$ cat src/rtl/fetch_arbiter_pkg.sv
// Shared definitions for the instruction-fetch arbiter: address/instruction
// widths, arbiter FSM encoding and the round-robin pick helper.
// Imported by fetch_req_slot and fetch_arbiter.
package fetch_arbiter_pkg;

  localparam int RW     = 16;   // fetch address width
  localparam int I_SIZE = 32;   // instruction word width

  // Arbiter FSM encoding, also reused by the data-port arbiter.
  typedef enum logic {
    FA_IDLE = 1'b0,
    FA_BUSY = 1'b1
  } fa_state_e;

  // Returns the index of the core to grant. Only meaningful when at least one
  // request is valid. On a tie the core that did not win last time is chosen.
  function automatic logic rr_pick(input logic req0, input logic req1,
                                   input logic last_grant);
    if (req0 && req1) begin
      return ~last_grant;
    end
    return req1;
  endfunction

endpackage

$ cat src/rtl/fetch_req_slot.sv
// Per-core fetch request slot: captures the address/attributes on submit and
// tracks pending plus stale state of that core's in-flight transaction.
// Ports: clk_i/rst_i; submit_i, active_i from the core; req addr/attributes in;
//        grant_i (arbiter consumes the request), inflight_i (this core owns the
//        bus); req_vld_o + addr/attribute outputs; stale_o for the in-flight txn.
module fetch_req_slot
  import fetch_arbiter_pkg::*;
(
  input  logic          clk_i,
  input  logic          rst_i,
  input  logic          submit_i,
  input  logic          active_i,
  input  logic [RW-1:0] addr_i,
  input  logic [7:0]    addr_high_i,
  input  logic          page_i,
  input  logic          long_i,
  input  logic          grant_i,
  input  logic          inflight_i,
  output logic          req_vld_o,
  output logic [RW-1:0] addr_o,
  output logic [7:0]    addr_high_o,
  output logic          page_o,
  output logic          long_o,
  output logic          stale_o
);

  logic          pending_q, pending_d;
  logic          stale_q, stale_d;
  logic [RW-1:0] addr_q, addr_d;
  logic [7:0]    high_q, high_d;
  logic          page_q, page_d;
  logic          long_q, long_d;
  logic          load;
  logic          kill;

  // A fresh submit is visible to the arbiter in the same cycle so an idle bus
  // can be granted on the submit edge itself.
  assign load = submit_i & active_i;
  // Anything that supersedes the in-flight transaction: a new submit or the
  // core being disabled.
  assign kill = submit_i | ~active_i;

  always_comb begin
    pending_d = active_i & ~grant_i & (pending_q | load);
    stale_d   = stale_q;
    if (grant_i) begin
      stale_d = 1'b0;
    end else if (inflight_i && kill) begin
      stale_d = 1'b1;
    end
    addr_d = addr_q;
    high_d = high_q;
    page_d = page_q;
    long_d = long_q;
    if (load) begin
      addr_d = addr_i;
      high_d = addr_high_i;
      page_d = page_i;
      long_d = long_i;
    end
  end

  always_ff @(posedge clk_i or posedge rst_i) begin
    if (rst_i) begin
      pending_q <= 1'b0;
      stale_q   <= 1'b0;
      addr_q    <= '0;
      high_q    <= '0;
      page_q    <= 1'b0;
      long_q    <= 1'b0;
    end else begin
      pending_q <= pending_d;
      stale_q   <= stale_d;
      addr_q    <= addr_d;
      high_q    <= high_d;
      page_q    <= page_d;
      long_q    <= long_d;
    end
  end

  assign req_vld_o   = active_i & (pending_q | submit_i);
  assign addr_o      = load ? addr_i      : addr_q;
  assign addr_high_o = load ? addr_high_i : high_q;
  assign page_o      = load ? page_i      : page_q;
  assign long_o      = load ? long_i      : long_q;
  // Includes same-cycle supersession so an ack arriving together with a new
  // submit (or a disable) is dropped.
  assign stale_o     = stale_q | (inflight_i & kill);

endmodule

$ cat src/rtl/fetch_arbiter.sv
// Shares one instruction-memory port between two cores: round-robin grant,
// one outstanding transaction, response routing, stale drop and timeout abort.
// Ports: i_clk/i_rst; per core i_cN_req_* / i_cN_instr_* in and
//        o_cN_req_data(_valid)/o_cN_fetch_err out; o_mem_* request, i_mem_data/ack.
module fetch_arbiter
  import fetch_arbiter_pkg::*;
#(
  parameter int unsigned TIMEOUT = 255
) (
  input  logic              i_clk,
  input  logic              i_rst,
  input  logic [RW-1:0]     i_c0_req_addr,
  input  logic              i_c0_req_active,
  input  logic              i_c0_req_submit,
  input  logic              i_c0_instr_page,
  input  logic              i_c0_instr_long,
  input  logic [7:0]        i_c0_instr_addr_high,
  output logic [I_SIZE-1:0] o_c0_req_data,
  output logic              o_c0_req_data_valid,
  output logic              o_c0_fetch_err,
  input  logic [RW-1:0]     i_c1_req_addr,
  input  logic              i_c1_req_active,
  input  logic              i_c1_req_submit,
  input  logic              i_c1_instr_page,
  input  logic              i_c1_instr_long,
  input  logic [7:0]        i_c1_instr_addr_high,
  output logic [I_SIZE-1:0] o_c1_req_data,
  output logic              o_c1_req_data_valid,
  output logic              o_c1_fetch_err,
  output logic              o_mem_req,
  output logic [RW-1:0]     o_mem_addr,
  output logic [7:0]        o_mem_addr_high,
  output logic              o_mem_page,
  output logic              o_mem_long,
  input  logic [I_SIZE-1:0] i_mem_data,
  input  logic              i_mem_ack
);

  localparam int            CW       = (TIMEOUT > 0) ? $clog2(TIMEOUT + 1) : 1;
  // Counter value seen on the edge that ends the TIMEOUT-th cycle after grant.
  localparam logic [CW-1:0] TMO_LAST = (TIMEOUT > 0) ? CW'(TIMEOUT - 1) : '0;

  fa_state_e     state_q, state_d;
  logic          owner_q, owner_d;
  logic          last_q, last_d;
  logic [CW-1:0] cnt_q, cnt_d;

  logic          mem_req_q, mem_req_d;
  logic [RW-1:0] mem_addr_q, mem_addr_d;
  logic [7:0]    mem_high_q, mem_high_d;
  logic          mem_page_q, mem_page_d;
  logic          mem_long_q, mem_long_d;

  logic [I_SIZE-1:0] data_q [2];
  logic [I_SIZE-1:0] data_d [2];
  logic [1:0]        vld_q, vld_d;
  logic [1:0]        err_q, err_d;

  logic [1:0]    slot_vld;
  logic [1:0]    slot_stale;
  logic [1:0]    slot_grant;
  logic [1:0]    slot_inflight;
  logic [RW-1:0] slot_addr [2];
  logic [7:0]    slot_high [2];
  logic [1:0]    slot_page;
  logic [1:0]    slot_long;

  logic ack;
  logic own_stale;
  logic pick;
  logic do_grant;
  logic tmo_hit;

  assign slot_inflight[0] = (state_q == FA_BUSY) && (owner_q == 1'b0);
  assign slot_inflight[1] = (state_q == FA_BUSY) && (owner_q == 1'b1);

  fetch_req_slot u_slot0 (
    .clk_i       (i_clk),
    .rst_i       (i_rst),
    .submit_i    (i_c0_req_submit),
    .active_i    (i_c0_req_active),
    .addr_i      (i_c0_req_addr),
    .addr_high_i (i_c0_instr_addr_high),
    .page_i      (i_c0_instr_page),
    .long_i      (i_c0_instr_long),
    .grant_i     (slot_grant[0]),
    .inflight_i  (slot_inflight[0]),
    .req_vld_o   (slot_vld[0]),
    .addr_o      (slot_addr[0]),
    .addr_high_o (slot_high[0]),
    .page_o      (slot_page[0]),
    .long_o      (slot_long[0]),
    .stale_o     (slot_stale[0])
  );

  fetch_req_slot u_slot1 (
    .clk_i       (i_clk),
    .rst_i       (i_rst),
    .submit_i    (i_c1_req_submit),
    .active_i    (i_c1_req_active),
    .addr_i      (i_c1_req_addr),
    .addr_high_i (i_c1_instr_addr_high),
    .page_i      (i_c1_instr_page),
    .long_i      (i_c1_instr_long),
    .grant_i     (slot_grant[1]),
    .inflight_i  (slot_inflight[1]),
    .req_vld_o   (slot_vld[1]),
    .addr_o      (slot_addr[1]),
    .addr_high_o (slot_high[1]),
    .page_o      (slot_page[1]),
    .long_o      (slot_long[1]),
    .stale_o     (slot_stale[1])
  );

  // The ack is only meaningful while a request is on the bus; this also makes
  // an ack after an asynchronous reset harmless.
  assign ack       = mem_req_q & i_mem_ack;
  assign own_stale = slot_stale[owner_q];
  assign pick      = rr_pick(slot_vld[0], slot_vld[1], last_q);
  assign tmo_hit   = (TIMEOUT != 0) && (cnt_q == TMO_LAST);

  always_comb begin
    state_d    = state_q;
    owner_d    = owner_q;
    last_d     = last_q;
    cnt_d      = cnt_q;
    mem_req_d  = mem_req_q;
    mem_addr_d = mem_addr_q;
    mem_high_d = mem_high_q;
    mem_page_d = mem_page_q;
    mem_long_d = mem_long_q;
    data_d[0]  = data_q[0];
    data_d[1]  = data_q[1];
    vld_d      = 2'b00;
    err_d      = 2'b00;
    slot_grant = 2'b00;
    do_grant   = 1'b0;

    case (state_q)
      FA_IDLE: begin
        do_grant = |slot_vld;
      end
      FA_BUSY: begin
        if (~&cnt_q) begin
          cnt_d = cnt_q + 1'b1;
        end
        if (ack) begin
          if (!own_stale) begin
            data_d[owner_q] = i_mem_data;
            vld_d[owner_q]  = 1'b1;
          end
          // Re-grant on the ack edge so back-to-back fetches have no bubble.
          if (|slot_vld) begin
            do_grant = 1'b1;
          end else begin
            state_d   = FA_IDLE;
            mem_req_d = 1'b0;
          end
        end else if (tmo_hit) begin
          state_d   = FA_IDLE;
          mem_req_d = 1'b0;
          if (!own_stale) begin
            err_d[owner_q] = 1'b1;
          end
        end
      end
      default: begin
        state_d = FA_IDLE;
      end
    endcase

    if (do_grant) begin
      state_d          = FA_BUSY;
      owner_d          = pick;
      last_d           = pick;
      cnt_d            = '0;
      mem_req_d        = 1'b1;
      mem_addr_d       = slot_addr[pick];
      mem_high_d       = slot_high[pick];
      mem_page_d       = slot_page[pick];
      mem_long_d       = slot_long[pick];
      slot_grant[pick] = 1'b1;
    end
  end

  always_ff @(posedge i_clk or posedge i_rst) begin
    if (i_rst) begin
      state_q    <= FA_IDLE;
      owner_q    <= 1'b0;
      last_q     <= 1'b1;
      cnt_q      <= '0;
      mem_req_q  <= 1'b0;
      mem_addr_q <= '0;
      mem_high_q <= '0;
      mem_page_q <= 1'b0;
      mem_long_q <= 1'b0;
      data_q[0]  <= '0;
      data_q[1]  <= '0;
      vld_q      <= 2'b00;
      err_q      <= 2'b00;
    end else begin
      state_q    <= state_d;
      owner_q    <= owner_d;
      last_q     <= last_d;
      cnt_q      <= cnt_d;
      mem_req_q  <= mem_req_d;
      mem_addr_q <= mem_addr_d;
      mem_high_q <= mem_high_d;
      mem_page_q <= mem_page_d;
      mem_long_q <= mem_long_d;
      data_q[0]  <= data_d[0];
      data_q[1]  <= data_d[1];
      vld_q      <= vld_d;
      err_q      <= err_d;
    end
  end

  assign o_mem_req           = mem_req_q;
  assign o_mem_addr          = mem_addr_q;
  assign o_mem_addr_high     = mem_high_q;
  assign o_mem_page          = mem_page_q;
  assign o_mem_long          = mem_long_q;
  assign o_c0_req_data       = data_q[0];
  assign o_c1_req_data       = data_q[1];
  assign o_c0_req_data_valid = vld_q[0];
  assign o_c1_req_data_valid = vld_q[1];
  assign o_c0_fetch_err      = err_q[0];
  assign o_c1_fetch_err      = err_q[1];

endmodule

$ cat config.mk
export PLATFORM = sky130hd
export DESIGN_NAME = fetch_arbiter
export DESIGN_NICKNAME = d
export VERILOG_FILES = /design/src/rtl/fetch_arbiter_pkg.sv /design/src/rtl/fetch_req_slot.sv /design/src/rtl/fetch_arbiter.sv
export SDC_FILE = /design/constraint.sdc
export NUM_CORES = 1
export LEC_CHECK = 0
export CORE_ASPECT_RATIO = 0.75
export CORE_UTILIZATION = 44
export DETAILED_ROUTE_END_ITERATION = 10
export PLACE_DENSITY = 0.78
export SKIP_LAST_GASP = 1
export SYNTH_ARGS = -nofsm -noshare
export SYNTH_HDL_FRONTEND = slang
export SYNTH_HIERARCHICAL = 1
export SYNTH_SLANG_ARGS = --single-unit
$ cat constraint.sdc
create_clock -name i_clk -period 3.5 [get_ports i_clk]
set_clock_uncertainty 0.05 [all_clocks]
set_input_delay 0.7 -clock i_clk [delete_from_list [all_inputs] [get_ports i_clk]]
set_output_delay 0.7 -clock i_clk [all_outputs]
set_load 0.02 [all_outputs]
==> key figures, run 1 <==
Run status
  – Status: finished, final reports clean

Min path
  – Worst hold-check path type: flip-flop to flip-flop

Route
  – DRT iter0 DRCs: 224
  – WL/cell: 19.29 µm
  – Routed Antenna Nets: 0
  – Vias: 4,446
  – Post-Route WL: 16,260 µm
  – Via density: 5.274
  – Residual DRC: 0
  – 1st-pass router iterations: 4

Clock network
  – Post-CTS Hold Fix Bufs: 0
  – Clock Latency Late Sink: 0.41 ns
  – CTS Buf Count: 17
  – CTS resizes: 0
  – Clock Path Buffers: 2
  – Clock sink count: 162
  – Clock slew at reported path FFs: 0.07 ns
  – # Post-CTS Setup Buffers: 0
  – Root Buffer: clkbuf_16
  – CTS tree: yes
  – CTS H-tree depth: 4

Synthesis
  – Mapped Avg Cell Area: 15.38 µm²
  – Synthesized area: 6797 µm²
  – Post-Synth Adder-Cell Area: 0.3682%
  – Syn Nets: 535
  – Yosys Warn Count: 6
  – Main combinational cell family by area after synthesis: multiplexers
  – Mux share of post-synthesis cell area: 23.32%
  – Sequential share of the synthesized area: 59.66%
  – Synth Instances: 442
  – Post-synthesis cell type count: 38
  – Synth Area in XOR/XNOR: 0%
  – Compound-Gate Fraction of Synth Area: 9.462%
  – Simple-Gate Fraction of Synth Area: 4.234%
  – Synth Register Bits: 162
  – Ranking of synthesized cells by area: dfrtp_1 59%, mux2_4 15%, mux2_2 7.8%
  – Yosys top cell by area: dfrtp_1
  – Post-synth top area share: 59.28%

Timing
  – Slew headroom: 51.33%
  – Final setup fails: 0
  – Worst slew pin tran: 0.7293 ns
  – Max frequency: 401.8 MHz
  – Setup TNS: 0 ns
  – Final Slew Violations: 0
  – RSZ-0062 raised after global routing: no
  – Crit share post-route: 71.10%
  – Clock period minus worst slack: 2.489 ns
  – Final Hold Vio Count: 0

Layout
  – Post-Layout Cell Count: 843
  – FF/Latch Area: 4055 µm²
  – Nets: 723
  – Synth-to-Final Area Change: 38.42%
  – Commonest non-fill, non-tap cell in the layout: clkdlybuf4s50_1
  – Post-route cell area: 9408 µm²
  – Core Util, Final: 63.62%
  – Filler cells: 1,094
  – Commonest cells after routing, fill and taps aside: 185 x clkdlybuf4s50_1, 161 x dfrtp_1, 69 x mux2_4
  – Share of cells above drive strength 1: 25.82%
  – Multi-input logic area: 2550 µm²
  – Antenna fix cells: 0

Floorplan
  – Row cnt: 38
  – Die Ht: 109.6 µm
  – Starting density of the core: 45.96%
  – Die area: 15,950 µm²
  – Die Wd: 145.5 µm
  – Core area: 14,790 µm²
  – IO Pins: 186

Critical path
  – Critical path launch point type: input port
  – Top fanout value on the critical path: 33
  – Endpoint kind of the worst setup timing path: flip-flop
  – CP Data Arrival Time: 2.74 ns
  – CP max-delay cell: clkdlybuf4s50_1
  – Crit path kind: input port to flip-flop
  – Critical-path cell list: clkdlybuf4s50_1 > nand2b_1 > a21o_1 > or3_2 > buf_4 > mux2_4
  – Req. time, crit path: 3.75 ns
  – Largest stage delay, worst path: 0.49 ns

Placement
  – DP Wirelength: 11,030 µm
  – Dpl cells: 811
  – Port buffer count: 185
  – Gpl congestion: 0.7679
  – DP Area: 8830 µm²

Global route
  – Initial antenna violation count: 0
  – Total gr overflow: 0
  – Global route hottest layer: met2
  – Global-route wire length before repair: 26,070 µm
  – Largest net degree at the start of global routing: 85
  – Vias in the first global route: 4,926
  – GR met2 Demand/Resource: 35.20%
  – Gr usage total: 21.29%
  – GRT met1 Usage: 26.55%
  – Met3 usage: 6.390%

Power and ir drop
  – Leak: 4.282 nW
  – Max VDD drop: 0.5005 mV
  – Pwr dens: 814.7 nW/µm²

Job
  – Max Cap Viol: 0
layer usage:
metal  vias to the layer above  wire length, µm
met5                         -                0
met4                         0              284
met3                        24             1028
met2                       154             7985
met1                      2266             6962
li1                       2002                -
critical path, delay by kind of cell:
family,cells,cell delay (ns)
buffers and inverters,2,0.81
AO/OA/AOI/OAI,1,0.20
AND/OR/NAND/NOR,2,0.64
multiplexers,1,0.37
power by group:
part	total [mW]	internal, mW	switching, mW
Clock	1.79	1.03	0.766
Sequential	2.90	2.51	0.386
Combinational	2.97	1.62	1.35
through the flow:
step	hold WS, ns	total power [mW]	setup WS [ns]
after floorplan	0.4175	4.486	1.343
after global placement	0.4259	5.793	0.6128
after detailed placement	0.4266	5.896	0.5881
after CTS	0.4455	7.738	1.019
after global routing	0.4497	8.040	0.9326
final	0.4454	7.664	1.011
synth_stat cells:
cell      count
inv_1         7
nand3_1       2
a21oi_1       5
nand2b_1      4
buf_2        10
nand4_1       2
mux2_2       47
nor3_1        6
nand2_1       6
or3_1         1
and4_1        3
nor2b_1       5
mux2i_1       2
o41ai_1       1
a21boi_0     28
mux2_4       69
o21a_1        2
a21o_1        5
buf_6         9
a221o_1      26
and3_1        4
dfstp_2       1
a31oi_1       1
o21ai_0       3
a21bo_2       2
clkbuf_1      6
ha_1          2
or4_1         1
nand2_4       2
nand4b_1      1
dfrtp_1     161
and2_1        2
or2_1         1
nor3b_1       2
a211oi_1      4
nor2_1        7
o22ai_1       1
a31o_2        1
worst paths after layout:
| check | startpoint | to | slack, ns | cells past startpoint |
|---|---|---|---|---|
| setup / recovery | i_c0_req_submit | o_c0_req_data[18]$_DFFE_PP0P_ | 1.01 | 6 |
| hold / removal | u_slot0/addr_q[5]$_DFF_PP0_ | u_slot0/addr_q[5]$_DFF_PP0_ | 0.45 | 1 |
| setup reg to reg | state_q$_DFF_PP0_ | o_c0_req_data[18]$_DFFE_PP0P_ | 1.29 | 5 |
| hold reg to reg | u_slot0/addr_q[5]$_DFF_PP0_ | u_slot0/addr_q[5]$_DFF_PP0_ | 0.45 | 1 |
| max in group asynchronous | i_rst | cnt_q[6]$_DFFE_PP0P_ | 1.87 | 3 |
| min in group asynchronous | i_rst | u_slot0/addr_q[13]$_DFF_PP0_ | 0.68 | 2 |
registers in the layout, indices dropped and copies added (netlist names), 2 cells and up:
register,count
err_q,2
o_c1_req_data,32
o_mem_addr,16
o_mem_addr_high,8
u_slot0/addr_q,16
vld_q,2
u_slot1/addr_q,16
o_c0_req_data,32
cnt_q,8
u_slot1/high_q,8
u_slot0/high_q,8
area by class of cell:
| class | instances | area share, % |
|---|---|---|
| Clock buffer | 19 | 4.814 |
| Inverter | 7 | 0.3192 |
| Tap cell | 200 | 2.660 |
| Sequential cell | 162 | 43.10 |
| Multi-Input combinational cell | 248 | 27.10 |
| Clock inverter | 13 | 1.330 |
| Timing Repair Buffer | 194 | 20.67 |
logic make-up after synthesis:
| logic type | count (synthesis) |
|---|---|
| adder cells (fa/ha/maj) | 2 |
| flip-flops | 162 |
| multiplexers | 118 |
| AND/OR/NAND/NOR | 49 |
| buffers and inverters | 32 |
| AO/OA/AOI/OAI | 79 |
No activity file was read; power rests on OpenSTA's default activity.
==> run 2: changes to the inputs <==
--- a/config.mk
+++ b/config.mk
@@ -6,9 +6,9 @@
 export NUM_CORES = 1
 export LEC_CHECK = 0
 export CORE_ASPECT_RATIO = 0.75
-export CORE_UTILIZATION = 44
+export CORE_UTILIZATION = 48
 export DETAILED_ROUTE_END_ITERATION = 10
-export PLACE_DENSITY = 0.78
+export PLACE_DENSITY = 0.81
 export SKIP_LAST_GASP = 1
 export SYNTH_ARGS = -nofsm -noshare
 export SYNTH_HDL_FRONTEND = slang
==> constraint.sdc (replaced) <==
create_clock -name i_clk -period 2.4 [get_ports i_clk]
set_clock_uncertainty 0.05 [all_clocks]
set_input_delay 0.48 -clock i_clk [delete_from_list [all_inputs] [get_ports i_clk]]
set_output_delay 0.48 -clock i_clk [all_outputs]
set_load 0.02 [all_outputs]
==> run 2 against run 1 <==
  * Non-clock buffer count is 20 higher
  * Sequential share of layout area is 1.2 points lower
  * Critical path depth is 1 higher
  * Total power is 53% higher
  * Wire length is 1.5% higher
  * Hold slack worse by 0.00090 ns
  * Die area is 8.2% lower
  * Cell area is 2.9% higher
  * Critical path type unchanged
  * Largest cell class unchanged
==> key figures, run 2 (synthesis gave the netlist of run 1 again) <==
Power and ir drop
  – Proportion of power drawn by the clock network: 26.3%
  – Switching Fraction: 31.18%
  – Sw power: 3.653 mW
  – Pint: 8.063 mW
  – Leak: 4.443 nW
  – Max VDD drop: 0.8195 mV
  – Pwr dens: 1210 nW/µm²
  – Share of power burned in registers: 36.1%
  – Combinational share of power: 37.6%

Critical path
  – Crit path kind: input port to flip-flop
  – Critical path launch point type: input port
  – Req. time, crit path: 2.65 ns
  – Endpoint kind of the worst setup timing path: flip-flop
  – CP Data Arrival Time: 2.30 ns
  – Top fanout value on the critical path: 28

Floorplan
  – Row cnt: 37
  – Starting density of the core: 49.43%
  – Die area: 14,640 µm²
  – Die Wd: 139.4 µm
  – IO Pins: 186
  – Core area: 13,750 µm²
  – Die Ht: 105.1 µm

Clock network
  – Post-CTS Hold Fix Bufs: 0
  – CTS resizes: 0
  – # Post-CTS Setup Buffers: 0
  – CTS Buf Count: 17
  – CTS H-tree depth: 4
  – CTS tree: yes
  – Clock Path Buffers: 2
  – Clock Latency Late Sink: 0.41 ns
  – Root Buffer: clkbuf_16
  – Clock slew at reported path FFs: 0.06 ns
  – Clock sink count: 162

Layout
  – Core Util, Final: 70.43%
  – Antenna fix cells: 0
  – Synth-to-Final Area Change: 42.49%
  – FF/Latch Area: 4055 µm²
  – Commonest non-fill, non-tap cell in the layout: clkdlybuf4s50_1
  – Commonest cells after routing, fill and taps aside: 185 x clkdlybuf4s50_1, 161 x dfrtp_1, 69 x mux2_4
  – Post-route cell area: 9684 µm²
  – Share of cells above drive strength 1: 27.79%
  – Nets: 743
  – Multi-input logic area: 2550 µm²
  – Filler cells: 917

Route
  – 1st-pass router iterations: 4
  – Via density: 5.397
  – Residual DRC: 0
  – Vias: 4,517
  – Routed Antenna Nets: 0
  – Post-Route WL: 16,500 µm
  – WL/cell: 19.71 µm
  – DRT iter0 DRCs: 332

Global route
  – Total gr overflow: 0
  – Gr usage total: 23.91%
  – Largest net degree at the start of global routing: 59
  – Vias in the first global route: 4,917
  – Initial antenna violation count: 0
  – Global-route wire length before repair: 26,820 µm

Timing
  – Final Hold Vio Count: 0
  – Fin Hold WS: 0.4445 ns
  – RSZ-0062 raised after global routing: no
  – Clock period minus worst slack: 2.054 ns
  – Max frequency: 486.9 MHz
  – Final setup fails: 0
  – Final Slew Violations: 0
  – Crit share post-route: 85.57%
  – Worst slew pin tran: 0.4483 ns
  – Slew headroom: 70.11%

Min path
  – Worst hold-check path type: flip-flop to flip-flop

Job
  – Max Cap Viol: 0

Placement
  – DP Area: 9011 µm²
  – Gpl congestion: 0.8208
  – Port buffer count: 185
  – DP Wirelength: 11,120 µm

Run status
  – Status: finished, final reports clean
## run 2: cell types whose count changed in the layout (fill, tap and decap cells not counted), moves of 2 or more
cell        change
bufinv_16       +5
clkinvlp_4      -2
inv_6           -2
buf_4          +15
clkinv_2        -2
buf_12          +5
## run 2: power by group through the flow
stage          registers (mW)  logic [mW]  clock network, mW
2_1_floorplan            5.01        1.53                  0
3_3_place_gp             4.21        4.30                  0
3_5_place_dp             4.25        4.41                  0
4_1_cts                  4.24        4.44               3.12
5_1_grt                  4.34        4.65               3.27
6_report                 4.23        4.41               3.08
## run 2: layout make-up
type                            instances  share of cell area (%)
Sequential cell                       162                   41.87
Multi-Input combinational cell        248                   26.33
Timing Repair Buffer                  214                   22.27
Clock buffer                           19                   4.574
Clock inverter                         12                   2.377
Tap cell                              175                   2.261
Inverter                                7                  0.3101
## run 2: stage by stage
step	cells	setup slack (ns)	power (mW)	TNS, ns
5_1_grt	837	0.2648	12.26	0
2_1_floorplan	442	0.4056	6.542	0
3_5_place_dp	806	-0.05093	8.661	-1.932
4_1_cts	837	0.3475	11.79	0
6_report	837	0.3463	11.72	0
3_3_place_gp	806	-0.03388	8.504	-0.7714
## run 2: final timing paths
path	start	to	slack, ns	cells past startpoint
max	i_c1_req_submit	o_c1_req_data[1]$_DFFE_PP0P_	0.35	7
min	u_slot1/addr_q[10]$_DFF_PP0_	u_slot1/addr_q[10]$_DFF_PP0_	0.44	1
max reg2reg	state_q$_DFF_PP0_	o_c0_req_data[2]$_DFFE_PP0P_	0.35	5
min reg2reg	u_slot1/addr_q[10]$_DFF_PP0_	u_slot1/addr_q[10]$_DFF_PP0_	0.44	1
max in group asynchronous	i_rst	cnt_q[7]$_DFFE_PP0P_	1.34	3
min in group asynchronous	i_rst	u_slot0/addr_q[6]$_DFF_PP0_	0.51	3
## run 2: routing by layer
| metal | routed length [µm] | track usage (%) | vias to the layer above | part of all wire (%) |
|---|---|---|---|---|
| met1 | 7381 | 31.94 | 2322 | 45 |
| met5 | 0 | 0 | - | 0 |
| li1 | - | - | 2040 | - |
| met4 | 165 | 6.825 | 0 | 1.0 |
| met2 | 8120 | 38.51 | 138 | 49 |
| met3 | 831 | 6.233 | 17 | 5.0 |
## run 2: critical path, stage by stage
cell	delay, ns
clkdlybuf4s50_1	0.51
nand2b_1	0.20
a21o_1	0.18
nand2b_1	0.18
nor2_4	0.17
buf_12	0.20
mux2_2	0.36
==> run 3: changes to the inputs <==
==> constraint.sdc (replaced) <==
create_clock -name i_clk -period 2.3 [get_ports i_clk]
set_clock_uncertainty 0.05 [all_clocks]
set_input_delay 0.46 -clock i_clk [delete_from_list [all_inputs] [get_ports i_clk]]
set_output_delay 0.46 -clock i_clk [all_outputs]
set_load 0.005 [all_outputs]
==> run 3 against run 2 <==
  * Global-route usage up 0.96 points
  * Cell area about the same
  * Register-to-register slack about the same
  * Sequential power up 4%
  * First-iteration DRC count down 33%
  * Hold slack worse by 0.040 ns
  * Wire length up 2.5%
  * Via count up 0.44%
  * Total power down 6.1%
  * Die area unchanged
  * Critical endpoint is now o_c0_req_data[18]$_DFFE_PP0P_
  * Largest power group is now registers
  * Highest routed layer unchanged
==> key figures, run 3 (synthesis gave the netlist of run 1 again) <==
Run status
  – Status: finished, final reports clean

Clock network
  – CTS resizes: 0
  – # Post-CTS Setup Buffers: 0
  – Post-CTS Hold Fix Bufs: 0
  – Clock slew at reported path FFs: 0.06 ns
  – CTS Buf Count: 17
  – Clock Latency Late Sink: 0.42 ns
  – Root Buffer: clkbuf_16
  – Clock sink count: 162
  – Clock Path Buffers: 2
  – CTS H-tree depth: 4
  – CTS tree: yes

Power and ir drop
  – Max VDD drop: 0.6947 mV
  – Leak: 4.454 nW
  – Proportion of power drawn by the clock network: 25.6%
  – Share of power burned in registers: 40.1%
  – Sw power: 2.929 mW
  – Combinational share of power: 34.3%
  – Pwr dens: 1137 nW/µm²
  – Pint: 8.072 mW
  – Switching Fraction: 26.63%

Route
  – Vias: 4,537
  – Routed Antenna Nets: 0
  – DRT iter0 DRCs: 223
  – WL/cell: 20.00 µm
  – Via density: 5.363
  – Residual DRC: 0
  – Post-Route WL: 16,920 µm
  – 1st-pass router iterations: 4

Placement
  – Gpl congestion: 0.7864
  – Port buffer count: 185
  – DP Wirelength: 11,630 µm
  – Dpl cells: 815

Timing
  – Clock period minus worst slack: 2.036 ns
  – Worst slew pin tran: 0.3850 ns
  – RSZ-0062 raised after global routing: no
  – Final Slew Violations: 0
  – Crit share post-route: 88.51%
  – Final setup fails: 0
  – Final Hold Vio Count: 0
  – Setup TNS: 0 ns
  – Slew headroom: 74.28%
  – Max frequency: 491.2 MHz

Global route
  – Vias in the first global route: 4,994
  – Initial antenna violation count: 0
  – Global-route wire length before repair: 27,360 µm
  – Total gr overflow: 0
  – Gr usage total: 24.87%
  – Largest net degree at the start of global routing: 45

Job
  – Max Cap Viol: 0

Floorplan
  – Die Wd: 139.4 µm
  – Core area: 13,750 µm²
  – Row cnt: 37
  – IO Pins: 186
  – Die Ht: 105.1 µm
  – Die area: 14,640 µm²
  – Starting density of the core: 49.43%

Layout
  – Filler cells: 914
  – Share of cells above drive strength 1: 28.61%
  – Nets: 752
  – Commonest non-fill, non-tap cell in the layout: clkdlybuf4s50_1
  – Post-Layout Cell Count: 846
  – Antenna fix cells: 0
  – Synth-to-Final Area Change: 42.36%
  – Commonest cells after routing, fill and taps aside: 185 x clkdlybuf4s50_1, 161 x dfrtp_1, 69 x mux2_4

Critical path
  – Top fanout value on the critical path: 28
  – Critical-path cell list: clkdlybuf4s50_1 > nand2b_1 > a21o_1 > or3_2 > buf_12 > mux2_4
  – CP max-delay cell: or3_2
  – Largest stage delay, worst path: 0.51 ns
  – Req. time, crit path: 2.55 ns
  – Crit path kind: input port to flip-flop
  – Endpoint kind of the worst setup timing path: flip-flop
  – Critical path launch point type: input port
  – CP Data Arrival Time: 2.29 ns

Min path
  – Worst hold-check path type: input port to async pin
run 3: cell count changes in the layout (fill, tap and decap cells not counted):
cell / change
buf_12: +1
buf_4: +8
bufinv_16: -3
clkbuf_1: +1
clkinv_2: +5
clkinv_4: -3
clkinvlp_4: +1
inv_6: -1
run 3: path summary, 6_finish.rpt:
path | cells past startpoint | from | slack, ns | to
worst min-delay path | 2 | i_rst | 0.40 | o_mem_addr[13]$_DFFE_PP0P_
worst min register to register | 1 | u_slot0/addr_q[2]$_DFF_PP0_ | 0.44 | u_slot0/addr_q[2]$_DFF_PP0_
worst max-delay path | 6 | i_c0_req_submit | 0.26 | o_c0_req_data[18]$_DFFE_PP0P_
max in group asynchronous | 3 | i_rst | 1.12 | last_q$_DFFE_PP1P_
min in group i_clk | 1 | u_slot0/addr_q[2]$_DFF_PP0_ | 0.44 | u_slot0/addr_q[2]$_DFF_PP0_
worst max register to register | 5 | owner_q$_DFFE_PP0P_ | 0.34 | o_c0_req_data[18]$_DFFE_PP0P_
run 3: final cells by class:
type                       instances  area [µm²]  share of cell area, %
clock buffer                      20       446.7                  4.617
multi-input combinational        248        2550                  26.35
inverter                           7       30.03                 0.3104
tap                              175       219.0                  2.263
clock inverter                    11       137.6                  1.422
timing repair buffer             223        2237                  23.12
sequential                       162        4055                  41.91
run 3: per-layer routing:
| layer | global-route usage [%] | vias to the layer above | part of all wire, % |
|---|---|---|---|
| li1 | - | 2048 | - |
| met1 | 32.29 | 2319 | 43 |
| met2 | 39.81 | 154 | 49 |
| met3 | 8.158 | 16 | 6.6 |
| met4 | 7.143 | 0 | 1.1 |
| met5 | 0 | - | 0 |
run 3: critical path, delay by kind of cell:
family          cells  cell delay, ns
compound gates      1            0.20
buf+inv             2            0.63
mux                 1            0.32
simple gates        2            0.67
run 3: power by group through the flow:
stage / sequential [mW] / combinational (mW) / clock (mW)
2_1_floorplan: 4.38 / 1.60 / 0
6_report: 4.42 / 3.77 / 2.81
3_5_place_dp: 4.43 / 3.78 / 0
3_3_place_gp: 4.38 / 3.65 / 0
4_1_cts: 4.42 / 3.82 / 2.86
5_1_grt: 4.54 / 4.05 / 2.99
run 3: stage by stage:
step | instance area (µm²) | hold WS [ns] | setup WS (ns) | util (%) | total power [mW]
floorplan | 6800 | 0.4175 | 0.3056 | - | 5.979
global placement | 9091 | 0.4267 | -0.1355 | 66.12 | 8.031
detailed placement | 9091 | 0.4285 | -0.1453 | 66.12 | 8.208
CTS | 9676 | 0.4023 | 0.2741 | 70.37 | 11.09
global route | 9676 | 0.4091 | 0.2303 | 70.37 | 11.58
finish | 9676 | 0.4045 | 0.2643 | 70.37 | 11.00
